--- src/rtl/sdram_toggle_responder.sv ---
// rtl/sdram_toggle_responder.sv - toggle req/ack responder issuing single commands to an SDRAM controller
// Optional read watchdog: define SDRAM_RESP_TIMEOUT_EN (limit set by TIMEOUT).
module sdram_toggle_responder #(
  parameter int unsigned TIMEOUT = 255
) (
  input  logic        clk,
  input  logic        resetn,
  input  logic        mem_req,
  input  logic [22:1] mem_addr,
  input  logic [1:0]  mem_ds,
  input  logic [15:0] mem_din,
  input  logic        mem_we,
  output logic        mem_req_ack,
  output logic [15:0] mem_dout,
  output logic        sd_cmd_valid,
  input  logic        sd_cmd_ready,
  output logic        sd_we,
  output logic [22:1] sd_addr,
  output logic [1:0]  sd_ds,
  output logic [15:0] sd_wdata,
  input  logic        sd_rdata_valid,
  input  logic [15:0] sd_rdata,
  output logic        err
);

  typedef enum logic [1:0] {S_IDLE, S_ISSUE, S_WAIT_RD, S_DONE} state_t;

  state_t      state_q;
  logic        ack_q;
  logic        cmd_valid_q;
  logic        we_q;
  logic [22:1] addr_q;
  logic [1:0]  ds_q;
  logic [15:0] wdata_q;
  logic [15:0] dout_q;

  if (TIMEOUT == 0 || TIMEOUT > 65535) begin : g_timeout_range
    $error("sdram_toggle_responder: TIMEOUT must be in 1..65535");
  end

`ifdef SDRAM_RESP_TIMEOUT_EN
  // Counter value on the WAIT_RD edge where it reaches TIMEOUT.
  localparam logic [15:0] WD_LAST = 16'(TIMEOUT - 1);
  logic [15:0] wd_q;
  logic [15:0] wd_d;
  logic        err_q;
  assign wd_d = wd_q + 16'd1;
  assign err  = err_q;
`else
  assign err  = 1'b0;
`endif

  always_ff @(posedge clk or negedge resetn) begin
    if (!resetn) begin
      state_q     <= S_IDLE;
      ack_q       <= 1'b0;
      cmd_valid_q <= 1'b0;
      we_q        <= 1'b0;
      addr_q      <= '0;
      ds_q        <= 2'b00;
      wdata_q     <= 16'h0000;
      dout_q      <= 16'h0000;
`ifdef SDRAM_RESP_TIMEOUT_EN
      wd_q        <= 16'h0000;
      err_q       <= 1'b0;
`endif
    end else begin
      case (state_q)
        S_IDLE: begin
          if (mem_req != ack_q) begin
            we_q    <= mem_we;
            addr_q  <= mem_addr;
            ds_q    <= mem_ds;
            wdata_q <= mem_din;
            // A write with no byte lanes enabled completes without touching the controller.
            if (mem_we && mem_ds == 2'b00) begin
              state_q <= S_DONE;
            end else begin
              cmd_valid_q <= 1'b1;
              state_q     <= S_ISSUE;
            end
          end
        end
        S_ISSUE: begin
          if (sd_cmd_ready) begin
            cmd_valid_q <= 1'b0;
            if (we_q) begin
              ack_q   <= ~ack_q;
              state_q <= S_DONE;
            end else begin
              state_q <= S_WAIT_RD;
`ifdef SDRAM_RESP_TIMEOUT_EN
              wd_q    <= 16'h0000;
`endif
            end
          end
        end
        S_WAIT_RD: begin
          if (sd_rdata_valid) begin
            dout_q  <= sd_rdata;
            ack_q   <= ~ack_q;
            state_q <= S_DONE;
          end
`ifdef SDRAM_RESP_TIMEOUT_EN
          else if (wd_q == WD_LAST) begin
            dout_q  <= 16'hDEAD;
            ack_q   <= ~ack_q;
            err_q   <= 1'b1;
            state_q <= S_DONE;
          end else begin
            wd_q <= wd_d;
          end
`endif
        end
        S_DONE: begin
          if (we_q && ds_q == 2'b00) begin
            ack_q <= ~ack_q;
          end
          state_q <= S_IDLE;
        end
        default: state_q <= S_IDLE;
      endcase
    end
  end

  assign mem_req_ack  = ack_q;
  assign mem_dout     = dout_q;
  assign sd_cmd_valid = cmd_valid_q;
  assign sd_we        = we_q;
  assign sd_addr      = addr_q;
  assign sd_ds        = ds_q;
  assign sd_wdata     = wdata_q;

endmodule

--- config.mk ---
export PLATFORM = sky130hd
export DESIGN_NAME = sdram_toggle_responder
export DESIGN_NICKNAME = d
export VERILOG_FILES = /design/src/rtl/sdram_toggle_responder.sv
export SDC_FILE = /design/constraint.sdc
export NUM_CORES = 1
export LEC_CHECK = 0
export CAP_MARGIN = 40
export CELL_PAD_IN_SITES_DETAIL_PLACEMENT = 0
export CELL_PAD_IN_SITES_GLOBAL_PLACEMENT = 1
export CORE_MARGIN = 2
export CORE_UTILIZATION = 35
export DETAILED_ROUTE_END_ITERATION = 8
export HOLD_SLACK_MARGIN = 0.08
export PLACE_DENSITY_LB_ADDON = 0.1
export SLEW_MARGIN = 20
export SYNTH_ARGS = -nofsm -noshare
export SYNTH_HDL_FRONTEND = slang
export SYNTH_SLANG_ARGS = --single-unit
--- constraint.sdc ---
create_clock -name clk -period 2.51 [get_ports clk]
set_input_delay 0.502 -clock clk [delete_from_list [all_inputs] [get_ports clk]]
set_output_delay 0.502 -clock clk [all_outputs]
set_load 0.01 [all_outputs]
==> impl_metrics.prom, run 1 <==
# TYPE chip_impl_metric gauge
chip_impl_info{name="result_of_the_run",value="completed"} 1
chip_impl_metric{name="grt_first_pass_wirelength",unit="um"} 9490
chip_impl_metric{name="layout_worst_path_cycle_share",unit="%"} 73.3
chip_impl_metric{name="ys_seq_area_share",unit="%"} 58.9
chip_impl_metric{name="postSynthAreaPerCell",unit="um^2"} 16.4
chip_impl_metric{name="netlist-cell-type-count",unit=""} 25
chip_impl_metric{name="synth.net_count",unit=""} 224
chip_impl_metric{name="period_minus_slack",unit="ps"} 1840
chip_impl_metric{name="clock-skew-final",unit="ps"} 5.84
chip_impl_metric{name="horizontal_die_dimension",unit="um"} 90.0
chip_impl_metric{name="drt-pass1-iter-count",unit=""} 4
chip_impl_metric{name="yosys_register_bits",unit=""} 61
chip_impl_metric{name="finalSetupViolCount",unit=""} 0
chip_impl_metric{name="worst-r2r-setup-slack",unit="ps"} 840
chip_impl_metric{name="cts_num_sinks",unit=""} 61
chip_impl_info{name="end_kind",value="flop"} 1
chip_impl_metric{name="design.portCount",unit=""} 122
chip_impl_metric{name="design.die.area",unit="um^2"} 8100
chip_impl_metric{name="post_route_cells_drive_above_1_share",unit="%"} 21.2
chip_impl_info{name="rsz_0062_raised_after_global_routing",value="false"} 1
chip_impl_metric{name="wl",unit="um"} 5700
chip_impl_metric{name="htree_levels",unit=""} 3
chip_impl_metric{name="max_freq",unit="GHz"} 0.543
chip_impl_info{name="hold_path_class",value="reg2reg"} 1
chip_impl_metric{name="antenna-diode-count",unit=""} 0
chip_impl_metric{name="clock_insertion_delay_worst_skew",unit="ps"} 330
chip_impl_metric{name="grt_pass1_vias",unit=""} 1742
chip_impl_metric{name="cellLeakagePower",unit="uW"} 0.00187
chip_impl_metric{name="viasPerCell",unit=""} 4.39
chip_impl_metric{name="number_of_antenna_violations_at_the_first_check_in_global_routing",unit=""} 0
chip_impl_metric{name="dpl.cell_count",unit=""} 374
chip_impl_metric{name="critical_path.max_fanout",unit=""} 16
chip_impl_metric{name="number_of_nets_at_the_end_of_the_flow",unit=""} 354
chip_impl_metric{name="cts_post_setup_buffers_inserted",unit=""} 0
chip_impl_metric{name="timing.max_cap.violations",unit=""} 0
chip_impl_info{name="most_common_cell_after_layout_fill_and_taps_aside",value="sky130_fd_sc_hd__clkdlybuf4s50_1"} 1
chip_impl_metric{name="vias",unit=""} 1722
chip_impl_metric{name="coreArea",unit="um^2"} 7210
chip_impl_metric{name="antenna_left",unit=""} 0
chip_impl_metric{name="timing.max_slew.rel_slack",unit="%"} 66.6
chip_impl_metric{name="drt_drc_violations_left",unit=""} 0
chip_impl_metric{name="synthesis.area",unit="um^2"} 2590
chip_impl_metric{name="place.gp.congestion",unit=""} 0.757
chip_impl_metric{name="synth.yosys.warnings",unit=""} 0
chip_impl_metric{name="cts.reportedPaths.clkPinSlew",unit="ps"} 70
chip_impl_metric{name="post_layout_nonfiller_instances",unit=""} 392
chip_impl_metric{name="floorplan.rows",unit=""} 31
chip_impl_metric{name="detailed_place_hpwl",unit="um"} 4050
chip_impl_metric{name="p_per_area",unit="nW/um^2"} 1280
chip_impl_info{name="setup.worst_path.start_class",value="input pin"} 1
chip_impl_metric{name="cts.hold.buffers_added",unit=""} 0
chip_impl_metric{name="chip_height",unit="um"} 90.0
chip_impl_info{name="critical_path_class",value="in2reg"} 1
chip_impl_metric{name="max_slew.worst_pin.slew",unit="ps"} 494
chip_impl_metric{name="initial_utilization",unit="%"} 35.9
chip_impl_metric{name="detailed_route_iter0_violations",unit=""} 28
chip_impl_metric{name="wl_per_cell",unit="um"} 14.5
chip_impl_metric{name="cts-root-to-sink-buffers",unit=""} 2
chip_impl_metric{name="flow.area_growth_from_synthesis",unit="%"} 58.9
chip_impl_metric{name="vdd.ir_drop.worst",unit="mV"} 0.615
chip_impl_info{name="most-common-layout-cells",value="119 x sky130_fd_sc_hd__clkdlybuf4s50_1, 61 x sky130_fd_sc_hd__dfrtp_1, 39 x sky130_fd_sc_hd__mux2_4"} 1
chip_impl_metric{name="syn_inst",unit=""} 158
chip_impl_metric{name="fin_setup_tns",unit="ps"} 0
chip_impl_metric{name="hold_viol_final",unit=""} 0
chip_impl_metric{name="grt_max_degree",unit=""} 62
chip_impl_metric{name="required",unit="ps"} 2720
chip_impl_info{name="cts.root.buffer_cell",value="sky130_fd_sc_hd__clkbuf_8"} 1
chip_impl_metric{name="grt_overflow_total",unit=""} 0
chip_impl_metric{name="arrival",unit="ps"} 2050
chip_impl_info{name="cts_tree",value="built"} 1
chip_impl_metric{name="cts_inserted_buffers",unit=""} 9
chip_impl_metric{name="place.port_buffers",unit=""} 120
chip_impl_metric{name="drv_slew",unit=""} 0
chip_impl_metric{name="cts_resized",unit=""} 0
chip_impl_metric{name="groute.usage.overall",unit="%"} 15.1
-- cells by family after synthesis --
| kind of cell | share of synthesized area [%] |
|---|---|
| simple gates | 1.84 |
| mux | 30.4 |
| compound gates | 2.66 |
| xor+xnor | 0.676 |
| flops | 58.9 |
| buf+inv | 3.38 |
| fa+ha+maj | 1.93 |
| other cells | 0.145 |
-- cell type report --
class                   count  area [um^2]
flip-flops and latches     61         1530
clock inverters             5         50.0
clock buffers              11          141
inverters                   5         18.8
well taps                  99          124
multi-input cells          85          978
fillers                   637         3100
repair buffers            126         1280
-- synth_stat cells --
library cell	count	area share (%)
sky130_fd_sc_hd__dfrtp_1	61	59
sky130_fd_sc_hd__mux2_4	39	23
sky130_fd_sc_hd__mux2_1	18	7.8
sky130_fd_sc_hd__buf_6	5	2.2
sky130_fd_sc_hd__nand2_1	5	0.72
sky130_fd_sc_hd__ha_1	4	1.9
sky130_fd_sc_hd__inv_1	3	0.43
sky130_fd_sc_hd__a21oi_1	2	0.39
sky130_fd_sc_hd__nor2_1	2	0.29
sky130_fd_sc_hd__o21ai_0	2	0.39
sky130_fd_sc_hd__o21ai_1	2	0.39
sky130_fd_sc_hd__o22ai_1	2	0.48
sky130_fd_sc_hd__a211oi_1	1	0.29
sky130_fd_sc_hd__a2bb2oi_1	1	0.34
sky130_fd_sc_hd__buf_2	1	0.19
sky130_fd_sc_hd__buf_4	1	0.29
sky130_fd_sc_hd__clkinv_1	1	0.14
sky130_fd_sc_hd__conb_1	1	0.14
sky130_fd_sc_hd__inv_2	1	0.14
sky130_fd_sc_hd__nand2b_1	1	0.24
sky130_fd_sc_hd__nor3_1	1	0.19
sky130_fd_sc_hd__nor4bb_1	1	0.39
sky130_fd_sc_hd__o2bb2a_1	1	0.39
sky130_fd_sc_hd__xnor2_1	1	0.34
sky130_fd_sc_hd__xor2_1	1	0.34
-- flip-flops by register name, summed over array words and instances (netlist names) --
signal / cells
sd_addr: 22
mem_req_ack: 1
state_q: 2
sd_we: 1
sd_ds: 2
sd_wdata: 16
mem_dout: 16
sd_cmd_valid: 1
-- final timing paths --
kind                                           from                  endpoint  depth (start not counted)
max                                         mem_req   sd_wdata[5]$_DFFE_PN0P_                          5
max reg2reg                  state_q[1]$_DFFE_PN0P_    state_q[0]$_DFFE_PN0P_                          6
min reg2reg                mem_dout[10]$_DFFE_PN0P_  mem_dout[10]$_DFFE_PN0P_                          1
max in group asynchronous                    resetn    sd_addr[2]$_DFFE_PN0P_                          4
min in group asynchronous                    resetn  mem_dout[14]$_DFFE_PN0P_                          3
min                        mem_dout[10]$_DFFE_PN0P_  mem_dout[10]$_DFFE_PN0P_                          1
-- metal layers --
layer	part of all wire, %	track usage, %	up-vias	wire (um)
met2	46	21.4	63	2610
met4	1.4	7.31	0	77
met3	4.7	3.52	9	270
met5	0	0	-	0
li1	-	-	807	-
met1	48	21.7	843	2740
-- critical path: stages --
cell and delay (ps):
sky130_fd_sc_hd__clkdlybuf4s50_1 410, sky130_fd_sc_hd__xnor2_1 280, sky130_fd_sc_hd__nand2b_2 210, sky130_fd_sc_hd__buf_4 300, sky130_fd_sc_hd__mux2_4 330
-- where the power goes --
part	switching (uW)	internal, uW
clock network	370	479
logic	908	1720
registers	295	1500
-- metrics by stage --
| stage | cell area, um^2 | power (uW) | setup WS [ps] | hold WS (ps) | util (%) |
|---|---|---|---|---|---|
| CTS | 4080 | 5350 | 651 | 359 | 56.5 |
| finish | 4120 | 5280 | 670 | 490 | 57.0 |
| floorplan | 2590 | 3190 | 929 | 206 | - |
| detailed placement | 3890 | 4460 | 328 | 481 | 53.9 |
| global route | 4120 | 5610 | 603 | 506 | 57.0 |
| global placement | 3890 | 4440 | 353 | 474 | 53.9 |
Note: power is estimated with default switching activity, not from simulation.
==> run 2, diff against run 1 <==
--- a/config.mk
+++ b/config.mk
@@ -9,7 +9,7 @@
 export CELL_PAD_IN_SITES_DETAIL_PLACEMENT = 0
 export CELL_PAD_IN_SITES_GLOBAL_PLACEMENT = 1
 export CORE_MARGIN = 2
-export CORE_UTILIZATION = 35
+export CORE_UTILIZATION = 29
 export DETAILED_ROUTE_END_ITERATION = 8
 export HOLD_SLACK_MARGIN = 0.08
 export PLACE_DENSITY_LB_ADDON = 0.1
==> constraint.sdc (replaced) <==
create_clock -name clk -period 1.6 [get_ports clk]
set_input_delay 0.32 -clock clk [delete_from_list [all_inputs] [get_ports clk]]
set_output_delay 0.32 -clock clk [all_outputs]
set_load 0.01 [all_outputs]
==> impl_metrics.prom, run 2 (synthesized netlist as in run 1, its figures left out) <==
# TYPE chip_impl_metric gauge
chip_impl_info{name="result_of_the_run",value="completed"} 1
chip_impl_metric{name="cts_inserted_buffers",unit=""} 9
chip_impl_metric{name="chip_height",unit="um"} 98.5
chip_impl_metric{name="clock-skew-final",unit="ps"} 8.97
chip_impl_info{name="path_delay_family",value="buffers and inverters"} 1
chip_impl_metric{name="required",unit="ps"} 1280
chip_impl_metric{name="vias",unit=""} 1762
chip_impl_metric{name="total_area_of_multi_input_combinational_cells",unit="um^2"} 1000
chip_impl_metric{name="cts_num_sinks",unit=""} 61
chip_impl_info{name="setup.worst_path.start_class",value="flop"} 1
chip_impl_info{name="hold_path_class",value="reg2reg"} 1
chip_impl_metric{name="flow.area_growth_from_synthesis",unit="%"} 64.0
chip_impl_metric{name="design.portCount",unit=""} 122
chip_impl_metric{name="initial_utilization",unit="%"} 29.8
chip_impl_metric{name="hold_viol_final",unit=""} 0
chip_impl_info{name="most-common-layout-cells",value="97 x sky130_fd_sc_hd__clkdlybuf4s50_1, 61 x sky130_fd_sc_hd__dfrtp_1, 39 x sky130_fd_sc_hd__mux2_4"} 1
chip_impl_metric{name="filler_cells_inserted",unit=""} 801
chip_impl_metric{name="detailed_place_hpwl",unit="um"} 4360
chip_impl_metric{name="clock_insertion_delay_worst_skew",unit="ps"} 330
chip_impl_info{name="cp_slowest_cell",value="sky130_fd_sc_hd__clkdlybuf4s50_1"} 1
chip_impl_metric{name="fin_setup_tns",unit="ps"} 0
chip_impl_metric{name="grt_max_degree",unit=""} 33
chip_impl_metric{name="drt_drc_violations_left",unit=""} 0
chip_impl_metric{name="grt_pass1_vias",unit=""} 1832
chip_impl_metric{name="drt-pass1-iter-count",unit=""} 4
chip_impl_metric{name="p_per_area",unit="nW/um^2"} 1950
chip_impl_metric{name="detailed_route_iter0_violations",unit=""} 20
chip_impl_info{name="highest-signal-layer",value="met4"} 1
chip_impl_metric{name="met1Wirelength",unit="um"} 2720
chip_impl_metric{name="floorplan.rows",unit=""} 34
chip_impl_info{name="critical_path.cell_chain",value="clkdlybuf4s50_1"} 1
chip_impl_metric{name="wl",unit="um"} 6190
chip_impl_metric{name="groute.usage.overall",unit="%"} 12.8
chip_impl_metric{name="met2WireLength",unit="um"} 3010
chip_impl_metric{name="worst_hold_slack",unit="ps"} 490
chip_impl_metric{name="coreArea",unit="um^2"} 8680
chip_impl_metric{name="htree_levels",unit=""} 3
chip_impl_metric{name="wl_per_cell",unit="um"} 15.1
chip_impl_info{name="critical_path_class",value="reg2out"} 1
chip_impl_metric{name="design.die.area",unit="um^2"} 9700
chip_impl_metric{name="post-layout-total-power",unit="uW"} 8290
chip_impl_metric{name="rr_worst_depth",unit=""} 7
chip_impl_metric{name="critical_path.max_fanout",unit=""} 2
chip_impl_metric{name="number_of_antenna_violations_at_the_first_check_in_global_routing",unit=""} 0
chip_impl_info{name="end_kind",value="primary output"} 1
chip_impl_info{name="cts.root.buffer_cell",value="sky130_fd_sc_hd__clkbuf_8"} 1
chip_impl_metric{name="post_layout_nonfiller_instances",unit=""} 410
chip_impl_metric{name="cp.buffers_inverters",unit=""} 1
chip_impl_metric{name="layout_worst_path_cycle_share",unit="%"} 97.2
chip_impl_metric{name="antenna-diode-count",unit=""} 0
chip_impl_metric{name="worst_hold_path.num_cells",unit=""} 1
chip_impl_metric{name="place.gp.congestion",unit=""} 0.708
chip_impl_metric{name="drv_slew",unit=""} 0
chip_impl_metric{name="dpl.cell_count",unit=""} 393
chip_impl_info{name="cts_tree",value="built"} 1
chip_impl_metric{name="finalSetupViolCount",unit=""} 0
chip_impl_metric{name="register_area",unit="um^2"} 1530
chip_impl_metric{name="number_of_nets_at_the_end_of_the_flow",unit=""} 364
chip_impl_metric{name="arrival",unit="ps"} 1230
chip_impl_metric{name="place.port_buffers",unit=""} 120
chip_impl_metric{name="cts-root-to-sink-buffers",unit=""} 2
chip_impl_metric{name="cts.reportedPaths.clkPinSlew",unit="ps"} 60
chip_impl_metric{name="max_freq",unit="GHz"} 0.643
chip_impl_metric{name="post_route_cells_drive_above_1_share",unit="%"} 23.8
chip_impl_metric{name="timing.max_cap.violations",unit=""} 0
chip_impl_metric{name="path_depth",unit=""} 1
chip_impl_metric{name="utilization",unit="%"} 48.9
chip_impl_metric{name="antenna_left",unit=""} 0
chip_impl_metric{name="period_minus_slack",unit="ps"} 1550
chip_impl_info{name="most_common_cell_after_layout_fill_and_taps_aside",value="sky130_fd_sc_hd__clkdlybuf4s50_1"} 1
chip_impl_metric{name="timing.critical_path.slowest_cell_delay",unit="ps"} 550
chip_impl_metric{name="viasPerCell",unit=""} 4.30
chip_impl_metric{name="cellLeakagePower",unit="uW"} 0.00209
chip_impl_metric{name="metal3_wl",unit="um"} 325
chip_impl_metric{name="horizontal_die_dimension",unit="um"} 98.5
chip_impl_metric{name="grt_overflow_total",unit=""} 0
chip_impl_metric{name="grt_first_pass_wirelength",unit="um"} 9540
chip_impl_metric{name="largest_register_ffs",unit=""} 22
chip_impl_metric{name="vdd.ir_drop.worst",unit="mV"} 0.673
run 2: cell types whose count changed in the layout (fill, tap and decap cells not counted), sizes merged:
cell / delta
buf: +9
bufinv: -1
clkbuf: +3
clkdlybuf4s50: -22
clkinv: -2
dlygate4sd2: +4
dlymetal6s2s: +18
run 2: stage by stage:
step	worst slack [ps]	cell area, um^2
3_3_place_gp	-262	3990
4_1_cts	6.70	4150
3_5_place_dp	-276	3990
6_report	45.1	4250
2_1_floorplan	36.1	2590
5_1_grt	-1.90	4250
run 2: what timing repair did:
action,in CTS,in global routing
hold buffers,1,0
pin swaps,0,0
setup endpoints to repair,4,63
gates resized for setup,4,24
gates cloned,0,1
endpoints found under the hold margin,61,0
setup buffers,0,0
run 2: layout make-up:
type	count	share of cell area (%)
clock buffers	13	3.51
multi-input cells	85	23.5
flip-flops and latches	61	35.9
repair buffers	136	33.2
clock inverters	2	0.236
inverters	5	0.442
well taps	108	3.18
run 2: path summary, 6_finish.rpt:
kind                                         start                       end  slack, ps
min in group asynchronous                   resetn    state_q[0]$_DFFE_PN0P_        550
hold reg to reg            mem_dout[6]$_DFFE_PN0P_   mem_dout[6]$_DFFE_PN0P_        490
setup reg to reg            state_q[1]$_DFFE_PN0P_   mem_req_ack$_DFFE_PN0P_        100
hold / removal             mem_dout[6]$_DFFE_PN0P_   mem_dout[6]$_DFFE_PN0P_        490
setup / recovery           sd_wdata[6]$_DFFE_PN0P_               sd_wdata[6]         50
max in group asynchronous                   resetn  mem_dout[11]$_DFFE_PN0P_        720
run 2: routing by layer:
metal / global-route usage [%] / up-vias
met1: 15.8 / 871
li1: - / 827
met4: 4.43 / 0
met3: 4.75 / 10
met2: 20.5 / 54
met5: 0 / -
run 2: where the power goes:
part	internal [uW]	total [uW]	switching (uW)
clock network	593	1160	569
logic	2820	4330	1510
registers	2350	2800	446
==> run 3, diff against run 2 <==
--- a/config.mk
+++ b/config.mk
@@ -5,14 +5,14 @@
 export SDC_FILE = /design/constraint.sdc
 export NUM_CORES = 1
 export LEC_CHECK = 0
-export CAP_MARGIN = 40
+export CAP_MARGIN = 30
 export CELL_PAD_IN_SITES_DETAIL_PLACEMENT = 0
 export CELL_PAD_IN_SITES_GLOBAL_PLACEMENT = 1
 export CORE_MARGIN = 2
 export CORE_UTILIZATION = 29
 export DETAILED_ROUTE_END_ITERATION = 8
 export HOLD_SLACK_MARGIN = 0.08
-export PLACE_DENSITY_LB_ADDON = 0.1
+export PLACE_DENSITY = 0.77
 export SLEW_MARGIN = 20
 export SYNTH_ARGS = -nofsm -noshare
 export SYNTH_HDL_FRONTEND = slang
==> impl_metrics.prom, run 3 (synthesized netlist as in run 1, its figures left out) <==
# TYPE chip_impl_metric gauge
chip_impl_info{name="result_of_the_run",value="completed"} 1
chip_impl_info{name="hold_path_class",value="reg2reg"} 1
chip_impl_metric{name="post_route_cells_drive_above_1_share",unit="%"} 25.0
chip_impl_metric{name="number_of_nets_at_the_end_of_the_flow",unit=""} 365
chip_impl_metric{name="coreArea",unit="um^2"} 8680
chip_impl_metric{name="hold_viol_final",unit=""} 0
chip_impl_info{name="setup.worst_path.start_class",value="flop"} 1
chip_impl_info{name="most_common_cell_after_layout_fill_and_taps_aside",value="sky130_fd_sc_hd__clkdlybuf4s50_1"} 1
chip_impl_metric{name="floorplan.rows",unit=""} 34
chip_impl_metric{name="detailed_route_iter0_violations",unit=""} 25
chip_impl_info{name="most-common-layout-cells",value="89 x sky130_fd_sc_hd__clkdlybuf4s50_1, 61 x sky130_fd_sc_hd__dfrtp_1, 39 x sky130_fd_sc_hd__mux2_4"} 1
chip_impl_metric{name="vdd.ir_drop.worst",unit="mV"} 0.762
chip_impl_metric{name="wl",unit="um"} 5990
chip_impl_metric{name="finalSetupViolCount",unit=""} 0
chip_impl_metric{name="worst_hold_path.num_cells",unit=""} 1
chip_impl_metric{name="layout_worst_path_cycle_share",unit="%"} 96.9
chip_impl_metric{name="chip_height",unit="um"} 98.5
chip_impl_metric{name="design.die.area",unit="um^2"} 9700
chip_impl_info{name="critical_path.cell_chain",value="clkdlybuf4s50_1"} 1
chip_impl_metric{name="cts.reportedPaths.clkPinSlew",unit="ps"} 60
chip_impl_info{name="ff_to_ff_start",value="mem_req_ack$_DFFE_PN0P_"} 1
chip_impl_info{name="cts.root.buffer_cell",value="sky130_fd_sc_hd__clkbuf_8"} 1
chip_impl_metric{name="timing.critical_path.slowest_cell_delay",unit="ps"} 540
chip_impl_info{name="hold_end",value="mem_dout[5]$_DFFE_PN0P_"} 1
chip_impl_metric{name="number_of_antenna_violations_at_the_first_check_in_global_routing",unit=""} 0
chip_impl_metric{name="clock_insertion_delay_worst_skew",unit="ps"} 330
chip_impl_metric{name="antenna_left",unit=""} 0
chip_impl_metric{name="worst-r2r-setup-slack",unit="ps"} 110
chip_impl_metric{name="drt-pass1-iter-count",unit=""} 4
chip_impl_metric{name="timing.max_cap.violations",unit=""} 0
chip_impl_metric{name="place.gp.congestion",unit=""} 0.773
chip_impl_metric{name="rr_worst_depth",unit=""} 4
chip_impl_info{name="end_kind",value="primary output"} 1
chip_impl_metric{name="utilization",unit="%"} 49.6
chip_impl_info{name="cts_tree",value="built"} 1
chip_impl_metric{name="cts-root-to-sink-buffers",unit=""} 2
chip_impl_metric{name="cp.buffers_inverters",unit=""} 1
chip_impl_metric{name="groute.usage.overall",unit="%"} 12.6
chip_impl_metric{name="htree_levels",unit=""} 3
chip_impl_metric{name="critical_path.max_fanout",unit=""} 2
chip_impl_metric{name="design.portCount",unit=""} 122
chip_impl_info{name="path_delay_family",value="buffers and inverters"} 1
chip_impl_metric{name="antenna-diode-count",unit=""} 0
chip_impl_metric{name="max_freq",unit="GHz"} 0.645
chip_impl_metric{name="viasPerCell",unit=""} 4.31
chip_impl_metric{name="wl_per_cell",unit="um"} 14.5
chip_impl_metric{name="final.setup.worst_slack",unit="ps"} 49.2
chip_impl_metric{name="period_minus_slack",unit="ps"} 1550
chip_impl_metric{name="grt_pass1_vias",unit=""} 1977
chip_impl_metric{name="largest_register_ffs",unit=""} 22
chip_impl_metric{name="required",unit="ps"} 1280
chip_impl_info{name="critical_path_class",value="reg2out"} 1
chip_impl_metric{name="grt_overflow_total",unit=""} 0
chip_impl_metric{name="cts_inserted_buffers",unit=""} 9
chip_impl_metric{name="cts_num_sinks",unit=""} 61
chip_impl_metric{name="placed_standard_cell_area",unit="um^2"} 4000
chip_impl_metric{name="p_per_area",unit="nW/um^2"} 1960
chip_impl_metric{name="cellLeakagePower",unit="uW"} 0.00220
chip_impl_metric{name="drt_drc_violations_left",unit=""} 0
chip_impl_metric{name="initial_utilization",unit="%"} 29.8
chip_impl_metric{name="vias",unit=""} 1776
chip_impl_metric{name="grt_first_pass_wirelength",unit="um"} 9670
chip_impl_metric{name="detailed_place_hpwl",unit="um"} 4230
chip_impl_metric{name="place.port_buffers",unit=""} 120
chip_impl_metric{name="arrival",unit="ps"} 1230
chip_impl_metric{name="grt_max_degree",unit=""} 35
chip_impl_metric{name="setup_slack_placement",unit="ps"} -259
chip_impl_metric{name="flow.area_growth_from_synthesis",unit="%"} 66.3
chip_impl_metric{name="horizontal_die_dimension",unit="um"} 98.5
chip_impl_metric{name="clock-skew-final",unit="ps"} 9.70
chip_impl_info{name="cp_slowest_cell",value="sky130_fd_sc_hd__clkdlybuf4s50_1"} 1
chip_impl_metric{name="drv_slew",unit=""} 0
chip_impl_info{name="worst_r2r_endpoint",value="sd_wdata[2]$_DFFE_PN0P_"} 1
chip_impl_info{name="hp-start",value="mem_dout[5]$_DFFE_PN0P_"} 1
chip_impl_metric{name="layout.cell_area.non_filler",unit="um^2"} 4310
-- run 3: power by group --
group	switching [uW]	total (uW)	leakage, uW	internal, uW
clock	582	1330	0.000103	751
combinational	1510	4320	0.00137	2810
sequential	447	2800	0.000722	2350
total	2540	8450	0.00220	5910
-- run 3: stage by stage --
stage	setup TNS, ps	hold WS, ps	std cells	total power (uW)
2_1_floorplan	0	24.4	158	5000
3_3_place_gp	-8500	357	393	7140
3_5_place_dp	-9610	362	393	7230
4_1_cts	0	495	411	8600
5_1_grt	-11.1	522	412	9030
6_report	0	490	412	8450
-- run 3: routing by layer --
| metal | share of wire, % | global-route usage [%] | vias to the layer above |
|---|---|---|---|
| met2 | 47 | 19.2 | 83 |
| met5 | 0 | 0 | - |
| li1 | - | - | 826 |
| met4 | 1.3 | 6.01 | 0 |
| met3 | 8.0 | 3.90 | 7 |
| met1 | 44 | 16.5 | 860 |
-- run 3: how the worst max path moves through the flow --
stage                     cells past startpoint                     start  slack [ps]                  endpoint
after floorplan                               5    state_q[0]$_DFFE_PN0P_          40  mem_dout[10]$_DFFE_PN0P_
after global placement                        5                   mem_req        -230      sd_ds[1]$_DFFE_PN0P_
after detailed placement                      5                   mem_req        -260  sd_wdata[13]$_DFFE_PN0P_
after CTS                                     1   sd_addr[13]$_DFFE_PN0P_           2               sd_addr[13]
after global routing                          7    state_q[1]$_DFFE_PN0P_         -10   mem_req_ack$_DFFE_PN0P_
final                                         1  sd_wdata[15]$_DFFE_PN0P_          50              sd_wdata[15]
-- run 3: area by class of cell --
| class | count | area [um^2] |
|---|---|---|
| timing repair buffer | 137 | 1440 |
| fill | 771 | 4370 |
| clock buffer | 11 | 141 |
| inverter | 5 | 18.8 |
| tap | 108 | 135 |
| multi-input combinational | 85 | 998 |
| sequential | 61 | 1530 |
| clock inverter | 5 | 50.0 |
-- run 3: timing repair --
item | CTS | global route
cloned | 0 | 1
hold buffers | 1 | 0
buffers inserted | 1 | 0
endpoints found under the setup margin | 6 | 31
resized for setup | 5 | 29
hold endpoints to repair | 61 | 0
